`src/rtl/alu_pkg.sv`:
```
// rtl/alu_pkg.sv - condition codes, flag indices and condition evaluation
package alu_pkg;

   localparam int FLAG_N = 3;
   localparam int FLAG_Z = 2;
   localparam int FLAG_C = 1;
   localparam int FLAG_V = 0;

   typedef enum logic [3:0] {
      EQ = 4'h0, NE = 4'h1, CS = 4'h2, CC = 4'h3,
      MI = 4'h4, PL = 4'h5, VS = 4'h6, VC = 4'h7,
      HI = 4'h8, LS = 4'h9, GE = 4'hA, LT = 4'hB,
      GT = 4'hC, LE = 4'hD, AL = 4'hE, NV = 4'hF
   } cond_t;

   // NV has no meaning of its own here and executes like AL
   function automatic logic cond_check(input cond_t cond, input logic [3:0] flags);
      logic n, z, c, v;
      n = flags[FLAG_N];
      z = flags[FLAG_Z];
      c = flags[FLAG_C];
      v = flags[FLAG_V];
      case (cond)
         EQ:      return z;
         NE:      return !z;
         CS:      return c;
         CC:      return !c;
         MI:      return n;
         PL:      return !n;
         VS:      return v;
         VC:      return !v;
         HI:      return c && !z;
         LS:      return !c || z;
         GE:      return n == v;
         LT:      return n != v;
         GT:      return !z && (n == v);
         LE:      return z || (n != v);
         default: return 1'b1;
      endcase
   endfunction

endpackage

```
`src/rtl/alu_writeback_stage_if.sv`:
```
// rtl/alu_writeback_stage_if.sv - upstream and downstream handshake bundle of the write-back stage
interface alu_wb_if #(
   parameter int WIDTH = 32,
   parameter int RADDR = 4
);
   logic             in_valid;
   logic             in_ready;
   logic [WIDTH-1:0] in_result;
   logic [3:0]       in_flags;
   logic [RADDR-1:0] in_rd;
   logic [3:0]       in_cond;
   logic [1:0]       in_flag_write;
   logic             in_reg_write;
   logic             out_valid;
   logic             out_ready;
   logic [WIDTH-1:0] out_result;
   logic [RADDR-1:0] out_rd;
   logic             out_reg_write;

   modport slave (
      input  in_valid, in_result, in_flags, in_rd, in_cond, in_flag_write, in_reg_write, out_ready,
      output in_ready, out_valid, out_result, out_rd, out_reg_write
   );

   modport master (
      output in_valid, in_result, in_flags, in_rd, in_cond, in_flag_write, in_reg_write, out_ready,
      input  in_ready, out_valid, out_result, out_rd, out_reg_write
   );
endinterface

```
`src/rtl/wb_fifo2.sv`:
```
// rtl/wb_fifo2.sv - generic 2-entry in-order valid/ready queue
module wb_fifo2 #(
   parameter int DATA_W = 8
) (
   input  logic              clk,
   input  logic              rst_n,
   input  logic              in_valid,
   output logic              in_ready,
   input  logic [DATA_W-1:0] in_data,
   output logic              out_valid,
   input  logic              out_ready,
   output logic [DATA_W-1:0] out_data
);
   logic [DATA_W-1:0] mem_q [2];
   logic              wr_ptr_q, wr_ptr_d;
   logic              rd_ptr_q, rd_ptr_d;
   logic [1:0]        count_q, count_d;
   logic              push, pop;

   // ready comes from occupancy alone, so no combinational path from out_ready
   assign in_ready  = rst_n && (count_q != 2'd2);
   assign out_valid = (count_q != 2'd0);
   assign push      = in_valid && in_ready;
   assign pop       = out_valid && out_ready;
   assign out_data  = out_valid ? mem_q[rd_ptr_q] : '0;

   always_comb begin
      wr_ptr_d = wr_ptr_q;
      rd_ptr_d = rd_ptr_q;
      count_d  = count_q;
      if (push) wr_ptr_d = wr_ptr_q + 1'b1;
      if (pop)  rd_ptr_d = rd_ptr_q + 1'b1;
      case ({push, pop})
         2'b10:   count_d = count_q + 2'd1;
         2'b01:   count_d = count_q - 2'd1;
         default: count_d = count_q;
      endcase
   end

   always_ff @(posedge clk or negedge rst_n) begin
      if (!rst_n) begin
         wr_ptr_q <= 1'b0;
         rd_ptr_q <= 1'b0;
         count_q  <= 2'd0;
      end else begin
         wr_ptr_q <= wr_ptr_d;
         rd_ptr_q <= rd_ptr_d;
         count_q  <= count_d;
      end
   end

   always_ff @(posedge clk) begin
      if (push) mem_q[wr_ptr_q] <= in_data;
   end

endmodule

```
`src/rtl/alu_writeback_stage.sv`:
```
// rtl/alu_writeback_stage.sv - NZCV flag register, condition evaluation and gated write-back queue
module alu_writeback_stage
   import alu_pkg::*;
#(
   parameter int WIDTH = 32,
   parameter int RADDR = 4
) (
   input  logic        clk,
   input  logic        reset_n,
   alu_wb_if.slave     wb,
   output logic        cond_ex,
   output logic [3:0]  flags_q
);
   localparam int PW = WIDTH + RADDR + 1;

   logic [3:0]    flags_d;
   logic          accept;
   logic [PW-1:0] enq_data;
   logic [PW-1:0] deq_data;

   assign cond_ex  = cond_check(cond_t'(wb.in_cond), flags_q);
   assign accept   = wb.in_valid && wb.in_ready;
   // failed instructions still occupy a slot so downstream order and count are kept
   assign enq_data = {wb.in_result, wb.in_rd, wb.in_reg_write && cond_ex};

   always_comb begin
      flags_d = flags_q;
      if (accept && cond_ex) begin
         if (wb.in_flag_write[1]) begin
            flags_d[FLAG_N] = wb.in_flags[FLAG_N];
            flags_d[FLAG_Z] = wb.in_flags[FLAG_Z];
         end
         if (wb.in_flag_write[0]) begin
            flags_d[FLAG_C] = wb.in_flags[FLAG_C];
            flags_d[FLAG_V] = wb.in_flags[FLAG_V];
         end
      end
   end

   always_ff @(posedge clk or negedge reset_n) begin
      if (!reset_n) flags_q <= 4'b0000;
      else          flags_q <= flags_d;
   end

   wb_fifo2 #(.DATA_W(PW)) u_fifo (
      .clk       (clk),
      .rst_n     (reset_n),
      .in_valid  (wb.in_valid),
      .in_ready  (wb.in_ready),
      .in_data   (enq_data),
      .out_valid (wb.out_valid),
      .out_ready (wb.out_ready),
      .out_data  (deq_data)
   );

   assign {wb.out_result, wb.out_rd, wb.out_reg_write} = deq_data;

endmodule

```
`src/flat_wrapper.sv`:
```
// flat-port wrapper written by rule: the top's interface ports become plain ports
module alu_writeback_stage_flat import alu_pkg::*;
#(
   parameter int WIDTH = 32,
   parameter int RADDR = 4
)
  (clk, reset_n, cond_ex, flags_q, wb_in_valid, wb_in_result, wb_in_flags, wb_in_rd, wb_in_cond, wb_in_flag_write, wb_in_reg_write, wb_out_ready, wb_in_ready, wb_out_valid, wb_out_result, wb_out_rd, wb_out_reg_write);
  alu_wb_if #(.WIDTH(WIDTH), .RADDR(RADDR)) wb_i ();
  input  logic clk;
  input  logic reset_n;
  output logic cond_ex;
  output logic [3:0] flags_q;
  input wire logic [$bits(wb_i.in_valid)-1:0] wb_in_valid;
  input wire logic [$bits(wb_i.in_result)-1:0] wb_in_result;
  input wire logic [$bits(wb_i.in_flags)-1:0] wb_in_flags;
  input wire logic [$bits(wb_i.in_rd)-1:0] wb_in_rd;
  input wire logic [$bits(wb_i.in_cond)-1:0] wb_in_cond;
  input wire logic [$bits(wb_i.in_flag_write)-1:0] wb_in_flag_write;
  input wire logic [$bits(wb_i.in_reg_write)-1:0] wb_in_reg_write;
  input wire logic [$bits(wb_i.out_ready)-1:0] wb_out_ready;
  output wire logic [$bits(wb_i.in_ready)-1:0] wb_in_ready;
  output wire logic [$bits(wb_i.out_valid)-1:0] wb_out_valid;
  output wire logic [$bits(wb_i.out_result)-1:0] wb_out_result;
  output wire logic [$bits(wb_i.out_rd)-1:0] wb_out_rd;
  output wire logic [$bits(wb_i.out_reg_write)-1:0] wb_out_reg_write;
  assign wb_i.in_valid = wb_in_valid;
  assign wb_i.in_result = wb_in_result;
  assign wb_i.in_flags = wb_in_flags;
  assign wb_i.in_rd = wb_in_rd;
  assign wb_i.in_cond = wb_in_cond;
  assign wb_i.in_flag_write = wb_in_flag_write;
  assign wb_i.in_reg_write = wb_in_reg_write;
  assign wb_i.out_ready = wb_out_ready;
  assign wb_in_ready = wb_i.in_ready;
  assign wb_out_valid = wb_i.out_valid;
  assign wb_out_result = wb_i.out_result;
  assign wb_out_rd = wb_i.out_rd;
  assign wb_out_reg_write = wb_i.out_reg_write;
  alu_writeback_stage #(.WIDTH(WIDTH), .RADDR(RADDR)) u_core (.clk(clk), .reset_n(reset_n), .wb(wb_i), .cond_ex(cond_ex), .flags_q(flags_q));
endmodule
```
`config.mk`:
```
export PLATFORM = sky130hd
export DESIGN_NAME = alu_writeback_stage_flat
export DESIGN_NICKNAME = d
export VERILOG_FILES = /design/src/rtl/alu_pkg.sv /design/src/rtl/alu_writeback_stage_if.sv /design/src/rtl/wb_fifo2.sv /design/src/rtl/alu_writeback_stage.sv /design/src/flat_wrapper.sv
export SDC_FILE = /design/constraint.sdc
export NUM_CORES = 1
export LEC_CHECK = 0
export ABC_AREA = 1
export BUFFER_PORTS_ARGS = -buffer_cell sky130_fd_sc_hd__buf_2
export CORE_MARGIN = 3
export CORE_UTILIZATION = 50
export DETAILED_ROUTE_END_ITERATION = 10
export GPL_TIMING_DRIVEN = 1
export PLACE_DENSITY_LB_ADDON = 0.3
export SYNTH_ARGS = -nofsm -noshare
export SYNTH_HDL_FRONTEND = slang
export SYNTH_SLANG_ARGS = --single-unit
```
`constraint.sdc`:
```
create_clock -name clk -period 3.39 [get_ports clk]
set_input_delay 0.339 -clock clk [delete_from_list [all_inputs] [get_ports clk]]
set_output_delay 0.339 -clock clk [all_outputs]
set_load 0.03 [all_outputs]
```
# [Word level (Yosys, flattened, before mapping)]
# Memories as Yosys holds them, arrays and structs flattened.
# Cells that the tools add are included.
[op_classes] addsub=4 mul=0 div_mod_pow=0 order_cmp=0 n_eq_ne=18 shift=0 mux=5 bitwise_logic=0 n_reduce_logical=18
[ops] op="2-to-1 mux 37 bit" count=1
[ops] op="equality test 4 bit, second input constant" count=6
[ops] op="equality test 4 x 3 -> 1 bit, second input constant" count=4
[ops] op="case mux 1 bit (14 select lines)" count=1
[ops] op="equality test 4 x 2 -> 1 bit, second input constant" count=2
[ops] op="logical AND 1 bit" count=7
[ops] op="equality test 4 x 1 -> 1 bit, second input constant" count=1
[ops] op="logical NOT 1 bit" count=4
[ops] op="logical NOT 4 bit" count=1
[ops] op="case mux 2 bit (2 select lines)" count=1
[ops] op="AND reduction 2 bit" count=2
[ops] op="nonzero test 2 bit" count=2
[ops] op="adder 1 bit, second input constant" count=2
[ops] op="adder 2 x 1 -> 2 bit, second input constant" count=1
[ops] op="equality test 2 x 1 -> 1 bit, second input constant" count=1
[ops] op="equality test 2 bit, second input constant" count=1
[ops] op="logical OR 1 bit" count=2
[ops] op="2-to-1 mux 1 bit" count=2
[ops] op="inequality test 2 bit, second input constant" count=1
[ops] op="subtractor 2 x 1 -> 2 bit, second input constant" count=1
[ops] op="equality test 1 bit" count=1
[ops] op="inequality test 1 bit" count=1
[word_totals] register_bits=8 latchBits=0 mem_bits_rw=74 rom_bits=0 in_bits=51 out_inout_bits=44 word_cells=51 mem_count=1
[memory_table] memory="u_core.u_fifo.mem_q" words=2 word_bits=37 read_ports=1 rd_ports_with_merged_regs=0 write_ports=1 line="wb_fifo2.sv:14" text="logic [DATA_W-1:0] mem_q [2];"

# [Longest topological paths before layout]
# Gate-level depths: netlist (run 1).
[depth] word_depth=5 mapped_depth=11 ltp_nobuf=11

# [Modules after synthesis]
# From an unflattened synthesis (run 1), not the netlist that was laid out.
[unflattened] hier_cells=301 hier_area_um2=3494.6
[by_module_without_submodules] mod="wb_fifo2" instances=1 cells_per_inst=230 area_per_inst_um2=3080.5 seq_area_each_um2=2322.2
[by_module_without_submodules] mod="alu_writeback_stage" instances=1 cells_per_inst=71 area_per_inst_um2=414.1 seq_area_each_um2=100.1

# [Least setup slack after synthesis (run 1)]
# OpenSTA, ideal clock, no wires.
[synth_timing] path_type="register to register" start="register u_core.u_fifo.count_q[0]" end="memory u_core.u_fifo.mem_q[0][0] (netlist bit), enable pin" setup_ns=0.431 arrival_ns=2.559 required_time_ns=2.959 path_slack_ns=0.400 path_stages_with_launch=5 path_buffers=0 period_less_slack_ns=2.990 path_cell_list="dfrtp_1 -> inv_2 -> a21boi_2 -> nand2_2 -> nor2_1"
[synth_between] elab_chain_len=5
[synth_rtl] item="start, declared" line="wb_fifo2.sv:17" text="logic [1:0] count_q, count_d;"
[synth_rtl] item="start signal, assigned" line="wb_fifo2.sv:48" text="count_q <= count_d;"
[synth_rtl] item="inequality test 2 bit" line="wb_fifo2.sv:21" text="assign in_ready = rst_n && (count_q != 2'd2);"
[synth_rtl] item="logical AND 1 bit" line="wb_fifo2.sv:21"
[synth_rtl] item="via wb_in_ready" line="flat_wrapper.sv:21" text="output wire logic [$bits(wb_i.in_ready)-1:0] wb_in_ready;"
[synth_rtl] item="logical AND 1 bit" line="wb_fifo2.sv:23" text="assign push = in_valid && in_ready;"
[synth_rtl] item="2-to-1 mux 1 bit" line="wb_fifo2.sv:53" text="if (push) mem_q[wr_ptr_q] <= in_data;"
[synth_rtl] item="2-to-1 mux 1 bit (not written as such)" line="wb_fifo2.sv:53"
[synth_rtl] item="end, declared" line="wb_fifo2.sv:14"
# The timed path passes the listed nets, and every way through them passes these cells.

# [Worst setup path after layout (run 1)]
[layout_timing] start="register u_core.u_fifo.rd_ptr_q" end="output wb_out_result[0]"
[layout_between] elab_chain_len=2
[layout_rtl] item="start, declared" line="wb_fifo2.sv:16" text="logic rd_ptr_q, rd_ptr_d;"
[layout_rtl] item="start signal, assigned" line="wb_fifo2.sv:47" text="rd_ptr_q <= rd_ptr_d;"
[layout_rtl] item="memory read (2 x 37 bit)"
[layout_rtl] item="2-to-1 mux 37 bit" line="wb_fifo2.sv:25" text="assign out_data = out_valid ? mem_q[rd_ptr_q] : '0;"
[layout_rtl] item="end, declared" line="flat_wrapper.sv:23" text="output wire logic [$bits(wb_i.out_result)-1:0] wb_out_result;"
# No other way between the ends.

==> results of run 1 <==
-- kinds of logic (layout without fill, tap and decap cells) --
family,after synthesis,in the layout,share of synthesized area
xor+xnor,4,4,0.01037
compound gates,45,45,0.07145
fa+ha+maj,1,1,0.003702
flops,82,82,0.7168
buf+inv,26,129,0.03110
simple gates,129,129,0.1666
-- cell type report --
| cell class | instances | area share |
|---|---|---|
| Sequential cell | 82 | 0.5781 |
| Multi-Input combinational cell | 179 | 0.2087 |
| Timing Repair Buffer | 99 | 0.1218 |
| Clock buffer | 9 | 0.02956 |
| Clock inverter | 6 | 0.02538 |
| Tap cell | 77 | 0.02299 |
| Inverter | 15 | 0.01344 |
-- worst reg2reg max path: cells and delay by family (launching register included) --
kind                   cells  cell delay (ns)
AOI/OAI and AO/OA          1             0.17
DFF                        1             0.47
buffers and inverters      2             0.38
and+or+nand+nor            2             0.78
-- registers in the layout, summed over array words and instances (netlist names) --
register                flops
u_core.u_fifo.mem_q        74
u_core.flags_q              4
u_core.u_fifo.count_q       2
u_core.u_fifo.rd_ptr_q      1
u_core.u_fifo.wr_ptr_q      1
-- power by group --
part | leakage (nW) | internal (mW) | switching (mW)
clock | 0.114 | 0.481 | 0.326
sequential | 0.773 | 1.28 | 0.113
combinational | 0.878 | 0.454 | 1.24
total | 1.77 | 2.21 | 1.68
-- routing by layer --
metal | part of all wire | GRT usage | vias up
met2 | 0.48 | 0.3080 | 93
met4 | 0.023 | 0.09890 | 0
met5 | 0 | 0 | -
li1 | - | - | 1179
met3 | 0.079 | 0.05587 | 12
met1 | 0.42 | 0.2168 | 1141
-- worst min path at each step --
| stage | endpoint | slack (ns) | cells past startpoint |
|---|---|---|---|
| finish | u_core.u_fifo.mem_q[1][27]$_DFFE_PP_ | 0.18 | 1 |
| global placement | u_core.flags_q[0]$_DFFE_PN0P_ | 0.19 | 1 |
| detailed placement | u_core.u_fifo.count_q[1]$_DFFE_PN0P_ | 0.20 | 1 |
| floorplan | u_core.flags_q[0]$_DFFE_PN0P_ | 0.04 | 0 |
| CTS | u_core.u_fifo.mem_q[1][27]$_DFFE_PP_ | 0.17 | 1 |
| global route | u_core.u_fifo.mem_q[0][34]$_DFFE_PP_ | 0.16 | 1 |
-- synth_stat cells, drive strengths merged --
library cell	instances	share of area
edfxtp	74	0.66
clkinv	1	0.0011
nand4	4	0.0074
ha	1	0.0037
a21oi	42	0.064
dfrtp	8	0.059
nand3	9	0.021
nor2	13	0.020
xor2	2	0.0052
inv	14	0.016
a21boi	2	0.0056
clkbuf	5	0.0056
xnor2	2	0.0052
buf	6	0.0089
o21ai	1	0.0015
nand2	103	0.12
-- per-stage QoR --
stage,cell area (sq um),util,instances,power (mW)
after global placement,3950,0.6116,451,3.097
final,4190,0.6488,467,3.895
after CTS,4190,0.6488,467,3.935
after global routing,4190,0.6488,467,4.132
after floorplan,3379,-,287,2.616
after detailed placement,3950,0.6116,451,3.127
==> impl_results.md, run 1 <==
- Critical Path RT: 3.05 ns
- Worst-margin pin slew: 0.7748 ns
- Hold Startpoint: wb_in_result[22]
- GR Overflow Total: 0
- Worst r2r src: u_core.u_fifo.count_q[0]$_DFFE_PN0P_
- I/O Buffers: 94
- CP startpoint kind: flop
- Crit path buf inv count: 2
- Period utilization: 0.7143
- Vias/cell: 5.193
- # hold bufs at CTS: 1
- P&R area growth vs syn: 23.99%
- Num Clock Sinks: 82
- Number of diodes: 0
- Commonest non-fill, non-tap cell in the layout: nand2_1
- CTS max path bufs: 2
- R2R depth: 5
- Iteration-0 DRC Markers: 123
- Die height: 88.22 um
- Critical path endpoint category: primary output
- Num CTS Buffers: 9
- Fraction of layout cells with a size suffix above 1: 0.3410
- Leak Pwr: 1.765 nW
- Io pins: 95
- Setup TNS Final: 0 ns
- Worst hold path class: in2reg
- Number of global-route vias before repair: 2410
- Max Slew Vio Count: 0
- Mapped cell area: 0.003379 sq mm
- Routed WL: 6744 um
- Worst path arrival time: 2.08 ns
- Maxcap violations: 0
- Max_slew headroom: 0.4823
- Initial antenna violation count: 0
- Syn nets: 339
- H-tree depth: 3
- Initial core utilization: 0.5232
- Peak VDD IR: 470.9 uV
- Row cnt: 29
- Post-route setup slack: 0.9684 ns
- FF-to-FF setup slack: 1.29 ns
- Status: finished clean
- Post-DRT Antenna Nets: 0
- Register area share after synthesis: 0.7168
- CTS tree: done
- DP HPWL: 4493 um
- Crit Path Max Fanout: 37
- CP cell instances: inv_2 > nand2_1 > a21oi_1 > buf_2
- Power Density: 929.6 mW/mm^2
- Worst path max stage delay: 0.59 ns
- Commonest non-fill, non-tap cells in the layout: nand2_1 (99), buf_2 (94), edfxtp_1 (74)
- DR pass1 iterations: 4
- FF/Latch Area: 0.002422 sq mm
- Root buf cell: clkbuf_8
- Yosys cell types: 24
- Post-synthesis instance total: 287
- Die area: 0.007782 sq mm
- Final number of hold-violating endpoints: 0
- CTS resizes: 0
- Warnings from Yosys: 0
- Setup violators final: 0
- Capture point of the critical path: wb_out_result[0]
- Post-CTS Setup Bufs: 0
- Fmax: 413.0 MHz
- Filler cells: 525
- Routed WL per cell: 14.44 um
- Core Region: 0.006459 sq mm
- Critical path type: reg2out
- Total GRT Usage: 0.1853
- First-pass GRT wire length: 10730 um
- # DRC: 0
- Flop and latch count out of synthesis: 82
- Worst flop-to-flop path endpoint: u_core.u_fifo.mem_q[1][1]$_DFFE_PP_
- RSZ-0062 raised after global routing: false
- Largest net degree at the start of global routing: 38
- Worst path slowest cell: dfrtp_1
- Routability cong.: 0.7887
- Multi-input gate area: 874.6 sq um
- Total number of vias: 2425
- Die width: 88.22 um
- Latest clock arrival within the worst-skew pair: 0.34 ns
- Setup WS pre-CTS: 1.117 ns
- Cell family with most CP delay: buffers and inverters
- Hold_ws: 0.1823 ns
- Tmin final: 2.422 ns
- Clock skew: 0.008311 ns
- Fin nets: 438
- Worst setup startpoint: u_core.u_fifo.rd_ptr_q$_DFFE_PN0P_
- CP Depth: 4
- Avg Cell Area, Syn: 11.78 sq um
- CTS clock-pin slew for the worst setup and hold paths: 0.08 ns
Power figures use the tool's default switching activity.
==> run 2, diff against run 1 <==
--- a/config.mk
+++ b/config.mk
@@ -5,7 +5,7 @@
 export SDC_FILE = /design/constraint.sdc
 export NUM_CORES = 1
 export LEC_CHECK = 0
-export ABC_AREA = 1
+export ABC_AREA = 0
 export BUFFER_PORTS_ARGS = -buffer_cell sky130_fd_sc_hd__buf_2
 export CORE_MARGIN = 3
 export CORE_UTILIZATION = 50
==> constraint.sdc (replaced) <==
create_clock -name clk -period 2.3 [get_ports clk]
set_input_delay 0.23 -clock clk [delete_from_list [all_inputs] [get_ports clk]]
set_output_delay 0.23 -clock clk [all_outputs]
set_load 0.03 [all_outputs]
==> run 2 against run 1 <==
Net effect:
- design area rose by 0.21%
- non-clock buffer count rose by 2
- area after synthesis fell by 0.15%
- via count fell by 14%
- hold slack got worse by 0.11 ns
- global-route usage fell by 1.9 points
- clock skew rose by 0.0074 ns
- cell count fell by 14%
- die area fell by 0.15%
- first-iteration DRC count fell by 4.9%
- critical path type unchanged
==> impl_results.md, run 2 <==
- Int Pwr: 3.293 mW (+49%)
- H-tree depth: 3 (unchanged)
- Die area: 0.007770 sq mm (-0.15%)
- Leak Pwr: 1.751 nW (-0.82%)
- Area share of the leading cell type in the synthesized netlist: 0.6585 (+0.0009752)
- GR met3 Demand/Resource: 0.03669 (-0.01918)
- Fin util: 0.6501 (+0.001356)
- Worst path arrival time: 1.92 ns (-0.16 ns)
- Fin nets: 371 (-15%)
- Row cnt: 29 (unchanged)
- Fraction of layout cells with a size suffix above 1: 0.3735 (+0.03243)
- Clk network pwr share: 0.200 (-0.007)
- Routed WL: 6306 um (-6.5%)
- Avg Cell Area, Syn: 15.34 sq um (+30%)
- Iteration-0 DRC Markers: 117 (-4.9%)
- # DRC: 0 (unchanged)
- Mux cell area share after synthesis: 0.1290 (+0.1290)
- Regs by FF count: u_core.u_fifo.mem_q x74, u_core.flags_q x4, u_core.u_fifo.count_q x2
- Max reg flops: 74 (unchanged)
- Power Density: 1323 mW/mm^2 (+42%)
- Global route hottest layer: met2
- Reg with most FFs: u_core.u_fifo.mem_q
- Post-Synth Adder-Cell Area: 0.003708 (+0.000005491)
- Commonest non-fill, non-tap cell in the layout: buf_2
- Largest cells by area after synthesis: edfxtp_1 (66%), mux2i_1 (12%), dfrtp_1 (5.9%)
- First-pass GRT wire length: 9563 um (-11%)
- Initial antenna violation count: 0 (unchanged)
- Maxcap violations: 0 (unchanged)
- Worst-margin pin slew: 0.3394 ns (-0.4354 ns)
- Hold Path End: u_core.u_fifo.mem_q[1][21]$_DFFE_PP_
- Routed WL per cell: 15.73 um (+8.9%)
- Worst flop-to-flop path endpoint: u_core.flags_q[3]$_DFFE_PN0P_
- Critical path endpoint category: primary output
- Post-CTS Setup Bufs: 0 (unchanged)
- Warnings from Yosys: 0 (unchanged)
- Crit Path Max Fanout: 6 (-84%)
- R2R depth: 5 (unchanged)
- CTS max path bufs: 2 (unchanged)
- Setup violators final: 0 (unchanged)
- Commonest non-fill, non-tap cells in the layout: buf_2 (94), edfxtp_1 (74), mux2i_1 (39)
- Peak VDD IR: 656.7 uV (+39%)
- Num Clock Sinks: 82 (unchanged)
- FF-to-FF setup slack: 0.28 ns (-1.01 ns)
- Register area share after synthesis: 0.7178 (+0.001063)
- Die width: 88.15 um (about the same)
- Synth Area in Simple Gates: 0.08491 (-0.08170)
- Io pins: 95 (unchanged)
- Crit path buf inv count: 1 (-1)
- Synth Area in Compound Gates: 0.02076 (-0.05069)
- Total number of vias: 2093 (-14%)
- Comb pwr share: 0.432 (-0.003)
- DR pass1 iterations: 4 (unchanged)
- Max Slew Vio Count: 0 (unchanged)
- Leading area contributor after synthesis: edfxtp_1
- Clock skew: 0.01568 ns (+0.007374 ns)
- Die height: 88.15 um (about the same)
- Post-Synth XOR/XNOR Area: 0.01817 (+0.007802)
- Fmax: 466.0 MHz
- Syn nets: 272 (-20%)
- Ys flop type: edfxtp_1
- RSZ-0062 raised after global routing: false
- Initial core utilization: 0.5225 (-0.0007749)
- CTS tree: done
- Largest net degree at the start of global routing: 32 (-16%)
- GR Overflow Total: 0 (unchanged)
- Post-synth EDFFs: 74 (unchanged)
- Period utilization: 0.9330
- Num CTS Buffers: 9 (unchanged)
- I/O Buffers: 94 (unchanged)
- CP cell instances: or4b_1 > a31oi_1 > o21ai_1 > nand3_1 > buf_2
- Worst path max stage delay: 0.48 ns (-0.11 ns)
- Net Sw Power: 2.264 mW (+35%)
- Status: finished clean
- Filler cells: 489 (-6.9%)
- Routing usage on met2: 0.2767 (-0.03124)
- Critical Path RT: 2.07 ns (-0.98 ns)
- GR Layer Usage met1: 0.2053 (-0.01159)
- Core Region: 0.006459 sq mm (unchanged)
- DP HPWL: 4263 um (-5.1%)
- Worst path slowest cell: or4b_1
- Root buf cell: clkbuf_8
- Yosys cell types: 33 (+38%)
- Post-DRT Antenna Nets: 0 (unchanged)
- Worst hold stages: 1 (unchanged)
- Flop and latch count out of synthesis: 82 (unchanged)
- Net Sw Frac: 0.4074 (-0.02420)
- Worst hold path class: in2reg
- Vias/cell: 5.219 (+0.51%)
- Critical path type: reg2out
- Final number of hold-violating endpoints: 0 (unchanged)
- Main combinational cell family by area after synthesis: multiplexers
- Routability cong.: 0.8499 (+7.8%)
- Count leader, synth: edfxtp_1
- Mapped cell area: 0.003374 sq mm (-0.15%)
- Top cells by count, synth: edfxtp_1 (74), nor2_1 (40), mux2i_1 (39)
- CTS clock-pin slew for the worst setup and hold paths: 0.09 ns (about the same)
- Setup TNS Final: 0 ns (unchanged)
- Number of diodes: 0 (unchanged)
- Hold Startpoint: wb_in_result[16]
- Post-synthesis instance total: 220 (-23%)
- Worst r2r src: u_core.flags_q[3]$_DFFE_PN0P_
- CP startpoint kind: flop
- Async SR Flop Fraction: 0.09756 (unchanged)
- Latest clock arrival within the worst-skew pair: 0.34 ns (about the same)
- Max_slew headroom: 0.7717 (+0.2895)
- Cell family with most CP delay: simple AND/OR/NAND/NOR gates
- Tmin final: 2.146 ns
- Number of global-route vias before repair: 2057 (-15%)
- Total GRT Usage: 0.1667 (-0.01863)
- Flop pwr share: 0.368 (+0.011)
- P&R area growth vs syn: 24.43%
[run 2: layer usage]
layer / up-vias / wire (um)
met1: 998 / 2671
met3: 15 / 358
met5: - / 0
met2: 76 / 3133
met4: 0 / 143
li1: 1004 / -
[run 2: final cells by class]
class                           count  area [sq um]  share of cell area
Tap cell                           77         96.34             0.02294
Timing Repair Buffer              101         563.0              0.1341
Clock inverter                      6         88.84             0.02116
Multi-Input combinational cell    122         888.4              0.2116
Clock buffer                       10         127.6             0.03039
Inverter                            3         11.26            0.002682
Sequential cell                    82          2424              0.5772
[run 2: worst max-delay path by stage]
stage | depth (start not counted) | to | startpoint | slack (ns)
2_1_floorplan | 5 | u_core.u_fifo.mem_q[0][0]$_DFFE_PP_ | u_core.u_fifo.count_q[0]$_DFFE_PN0P_ | 0.12
3_3_place_gp | 6 | u_core.flags_q[3]$_DFFE_PN0P_ | wb_in_cond[0] | 0.41
3_5_place_dp | 5 | u_core.flags_q[3]$_DFFE_PN0P_ | u_core.flags_q[3]$_DFFE_PN0P_ | 0.19
4_1_cts | 5 | cond_ex | u_core.flags_q[3]$_DFFE_PN0P_ | 0.04
5_1_grt | 5 | cond_ex | u_core.flags_q[3]$_DFFE_PN0P_ | 0.05
6_report | 5 | cond_ex | u_core.flags_q[3]$_DFFE_PN0P_ | 0.15
[run 2: cell families (layout without fill, tap and decap cells)]
| group | Yosys count | count (layout) |
|---|---|---|
| AOI/OAI and AO/OA | 11 | 11 |
| and+or+nand+nor | 60 | 60 |
| adders and majority gates | 1 | 1 |
| xor gates and xnor gates | 7 | 7 |
| buffers and inverters | 16 | 120 |
| DFF | 82 | 82 |
| muxes | 43 | 43 |
[run 2: power by group through the flow]
stage,Combinational [mW],Clock (mW),Sequential [mW]
2_1_floorplan,1.68,0,2.08
3_3_place_gp,2.39,0,2.06
3_5_place_dp,2.42,0,2.08
4_1_cts,2.43,1.14,2.05
5_1_grt,2.58,1.21,2.08
6_report,2.40,1.11,2.05
[run 2: through the flow]
| step | instances | total power, mW | instance area (sq um) | hold WS, ns | setup WS, ns |
|---|---|---|---|---|---|
| global route | 401 | 5.862 | 4199 | 0.05441 | 0.05258 |
| global placement | 384 | 4.455 | 3966 | 0.09531 | 0.4134 |
| detailed placement | 384 | 4.495 | 3966 | 0.09343 | 0.1866 |
| CTS | 401 | 5.616 | 4193 | 0.05355 | 0.04433 |
| floorplan | 220 | 3.759 | 3377 | -0.06559 | 0.1169 |
| finish | 401 | 5.556 | 4199 | 0.07022 | 0.1542 |
[run 2: repair_timing]
action | 4_1_cts | 5_1_grt
endpoints found under the setup margin | 0 | 5
gates resized for setup | 0 | 3
hold buffers | 1 | 0
endpoints found under the hold margin | 8 | 0
==> run 3, diff against run 2 <==
--- a/config.mk
+++ b/config.mk
@@ -12,6 +12,7 @@
 export DETAILED_ROUTE_END_ITERATION = 10
 export GPL_TIMING_DRIVEN = 1
 export PLACE_DENSITY_LB_ADDON = 0.3
+export RECOVER_POWER = 50
 export SYNTH_ARGS = -nofsm -noshare
 export SYNTH_HDL_FRONTEND = slang
 export SYNTH_SLANG_ARGS = --single-unit
==> run 3 against run 2 <==
Net effect:
- critical path depth unchanged
- wire length unchanged
- hold slack better by 0.0034 ns
- worst setup slack gained 0.0046 ns
- first-iteration DRC count up 1.7%
- cell count stayed put
- clock-buffer cell count did not move
- critical path type unchanged
- sequential power barely moved
- highest routed layer unchanged
- via count fell by 0.96%
- largest power group unchanged
- sequential share of layout area up 0.68 points
==> impl_results.md, run 3 (synthesis gave the netlist of run 2 again) <==
- Status: finished clean
- Setup TNS Final: 0 ns (unchanged)
- I/O Buffers: 94 (unchanged)
- Worst flop-to-flop path endpoint: u_core.flags_q[3]$_DFFE_PN0P_
- Setup violators final: 0 (unchanged)
- Commonest non-fill, non-tap cells in the layout: edfxtp_1 (74), buf_2 (69), nor2_1 (40)
- Io pins: 95 (unchanged)
- Peak VDD IR: 656.9 uV (about the same)
- Vias/cell: 5.170 (-0.96%)
- H-tree depth: 3 (unchanged)
- Core Region: 0.006459 sq mm (unchanged)
- Power Density: 1328 mW/mm^2 (+0.40%)
- CP cell instances: or4b_1 > a31oi_1 > o21ai_1 > nand3_1 > buf_2
- Num CTS Buffers: 9 (unchanged)
- Routed WL: 6306 um (unchanged)
- Die width: 88.15 um (unchanged)
- GR Overflow Total: 0 (unchanged)
- Iteration-0 DRC Markers: 119 (+1.7%)
- Crit Path Max Fanout: 6 (unchanged)
- Worst path max stage delay: 0.48 ns (about the same)
- Worst r2r src: u_core.flags_q[3]$_DFFE_PN0P_
- Leak Pwr: 1.679 nW (-4.1%)
- Initial antenna violation count: 0 (unchanged)
- Max reg flops: 74 (unchanged)
- Number of diodes: 0 (unchanged)
- Fraction of layout cells with a size suffix above 1: 0.2901 (-0.08333)
- Post-Layout Cell Count: 401 (unchanged)
- Worst path slowest cell: or4b_1
- Post-DRT Antenna Nets: 0 (unchanged)
- Hold Path End: u_core.u_fifo.mem_q[1][23]$_DFFE_PP_
- Worst-margin pin slew: 0.4822 ns (+0.1429 ns)
- Period utilization: 0.9310 (-0.002020)
- Die area: 0.007770 sq mm (unchanged)
- DP HPWL: 4263 um (unchanged)
- Die height: 88.15 um (unchanged)
- CTS max path bufs: 2 (unchanged)
- Root buf cell: clkbuf_8
- Clock skew: 0.01467 ns (-0.001019 ns)
- Max Slew Vio Count: 0 (unchanged)
- Filler cells: 506 (+3.5%)
- Initial core utilization: 0.5225 (unchanged)
- Routability cong.: 0.8499 (unchanged)
- Tmin final: 2.141 ns (-0.004645 ns)
- Regs by FF count: u_core.u_fifo.mem_q x74, u_core.flags_q x4, u_core.u_fifo.count_q x2
- Total number of vias: 2073 (-0.96%)
- Final number of hold-violating endpoints: 0 (unchanged)
- Total GRT Usage: 0.1667 (unchanged)
- RSZ-0062 raised after global routing: false
- Fin nets: 371 (unchanged)
- R2R depth: 5 (unchanged)
- FF/Latch Area: 0.002424 sq mm (unchanged)
- Routed WL per cell: 15.73 um (unchanged)
- Latest clock arrival within the worst-skew pair: 0.34 ns (about the same)
- Reg with most FFs: u_core.u_fifo.mem_q
- # DRC: 0 (unchanged)
- Commonest non-fill, non-tap cell in the layout: edfxtp_1
- CP startpoint kind: flop
- Worst hold path class: in2reg
- Critical Path RT: 2.07 ns (about the same)
- Largest net degree at the start of global routing: 32 (unchanged)
- Hold Startpoint: wb_in_result[18]
- CTS tree: done
- Critical path type: reg2out
- Max_slew headroom: 0.6785 (-0.09322)
- Worst path arrival time: 1.91 ns (about the same)
- DR pass1 iterations: 4 (unchanged)
- Hold_ws: 0.07359 ns (+0.003367 ns)
- Row cnt: 29 (unchanged)
- Num Clock Sinks: 82 (unchanged)
- First-pass GRT wire length: 9563 um (unchanged)
- P&R area growth vs syn: 22.99%
- Fmax: 467.0 MHz (+0.22%)
- Worst hold stages: 1 (unchanged)
- Maxcap violations: 0 (unchanged)
- Critical path endpoint category: primary output
- DP Cell Count: 384 (unchanged)
- Multi-input gate area: 873.3 sq um (-1.7%)
- Number of global-route vias before repair: 2057 (unchanged)
- CTS clock-pin slew for the worst setup and hold paths: 0.09 ns (about the same)
- FF-to-FF setup slack: 0.30 ns (+0.02 ns)
## run 3: cell count changes in the layout (fill, tap and decap cells not counted)
cell | previous run | this run
clkbuf_2 | 0 | 1
buf_4 | 3 | 2
and2_0 | 0 | 1
buf_1 | 0 | 1
nor2_4 | 2 | 0
and2_1 | 3 | 2
buf_2 | 94 | 69
nor2_1 | 38 | 40
clkbuf_1 | 1 | 25
## run 3: cell type report
cell class	instances	share of cell area
inverters	3	0.002713
multi-input cells	122	0.2104
repair buffers	101	0.1275
clock inverters	6	0.02140
flip-flops and latches	82	0.5840
well taps	77	0.02321
clock buffers	10	0.03075
## run 3: through the flow
step	power, mW	util	area [sq um]	setup WS, ns
CTS	5.616	0.6492	4193	0.04433
detailed placement	4.495	0.6141	3966	0.1866
finish	5.514	0.6426	4150	0.1588
global route	5.818	0.6426	4150	0.05148
floorplan	3.759	-	3377	0.1169
global placement	4.455	0.6141	3966	0.4134
## run 3: worst max-delay path: cells and delay by family (launching register included)
kind / cells / cell delay, ns
AO/OA/AOI/OAI: 2 / 0.32
buffers and inverters: 1 / 0.21
flip-flops: 1 / 0.45
AND/OR/NAND/NOR: 2 / 0.59
## run 3: layer usage
metal | GRT usage | up-vias | share of wire
met5 | 0 | - | 0
met4 | 0.08654 | 0 | 0.024
met3 | 0.03669 | 15 | 0.055
met2 | 0.2767 | 76 | 0.49
met1 | 0.2053 | 979 | 0.43
li1 | - | 1003 | -
## run 3: power by group
part           total, mW  internal [mW]  switching (mW)  leakage [nW]
Combinational       2.37          0.767            1.61         0.805
Sequential          2.03           1.89           0.146         0.771
Clock               1.11          0.613           0.496         0.103
Total               5.51           3.27            2.25          1.68
## run 3: repair_timing
action | 4_1_cts | 5_1_grt
endpoints found under the hold margin | 8 | 0
buffers inserted | 0 | 0
resized for setup | 0 | 3
setup endpoints to repair | 0 | 5
hold buffers | 1 | 0
## run 3: worst max path at each step
stage,startpoint,endpoint,slack (ns),cells after the start
floorplan,u_core.u_fifo.count_q[0]$_DFFE_PN0P_,u_core.u_fifo.mem_q[0][0]$_DFFE_PP_,0.12,5
global placement,wb_in_cond[0],u_core.flags_q[3]$_DFFE_PN0P_,0.41,6
CTS,u_core.flags_q[3]$_DFFE_PN0P_,cond_ex,0.04,5
global route,u_core.flags_q[3]$_DFFE_PN0P_,cond_ex,0.05,5
detailed placement,u_core.flags_q[3]$_DFFE_PN0P_,u_core.flags_q[3]$_DFFE_PN0P_,0.19,5
finish,u_core.flags_q[3]$_DFFE_PN0P_,cond_ex,0.16,5
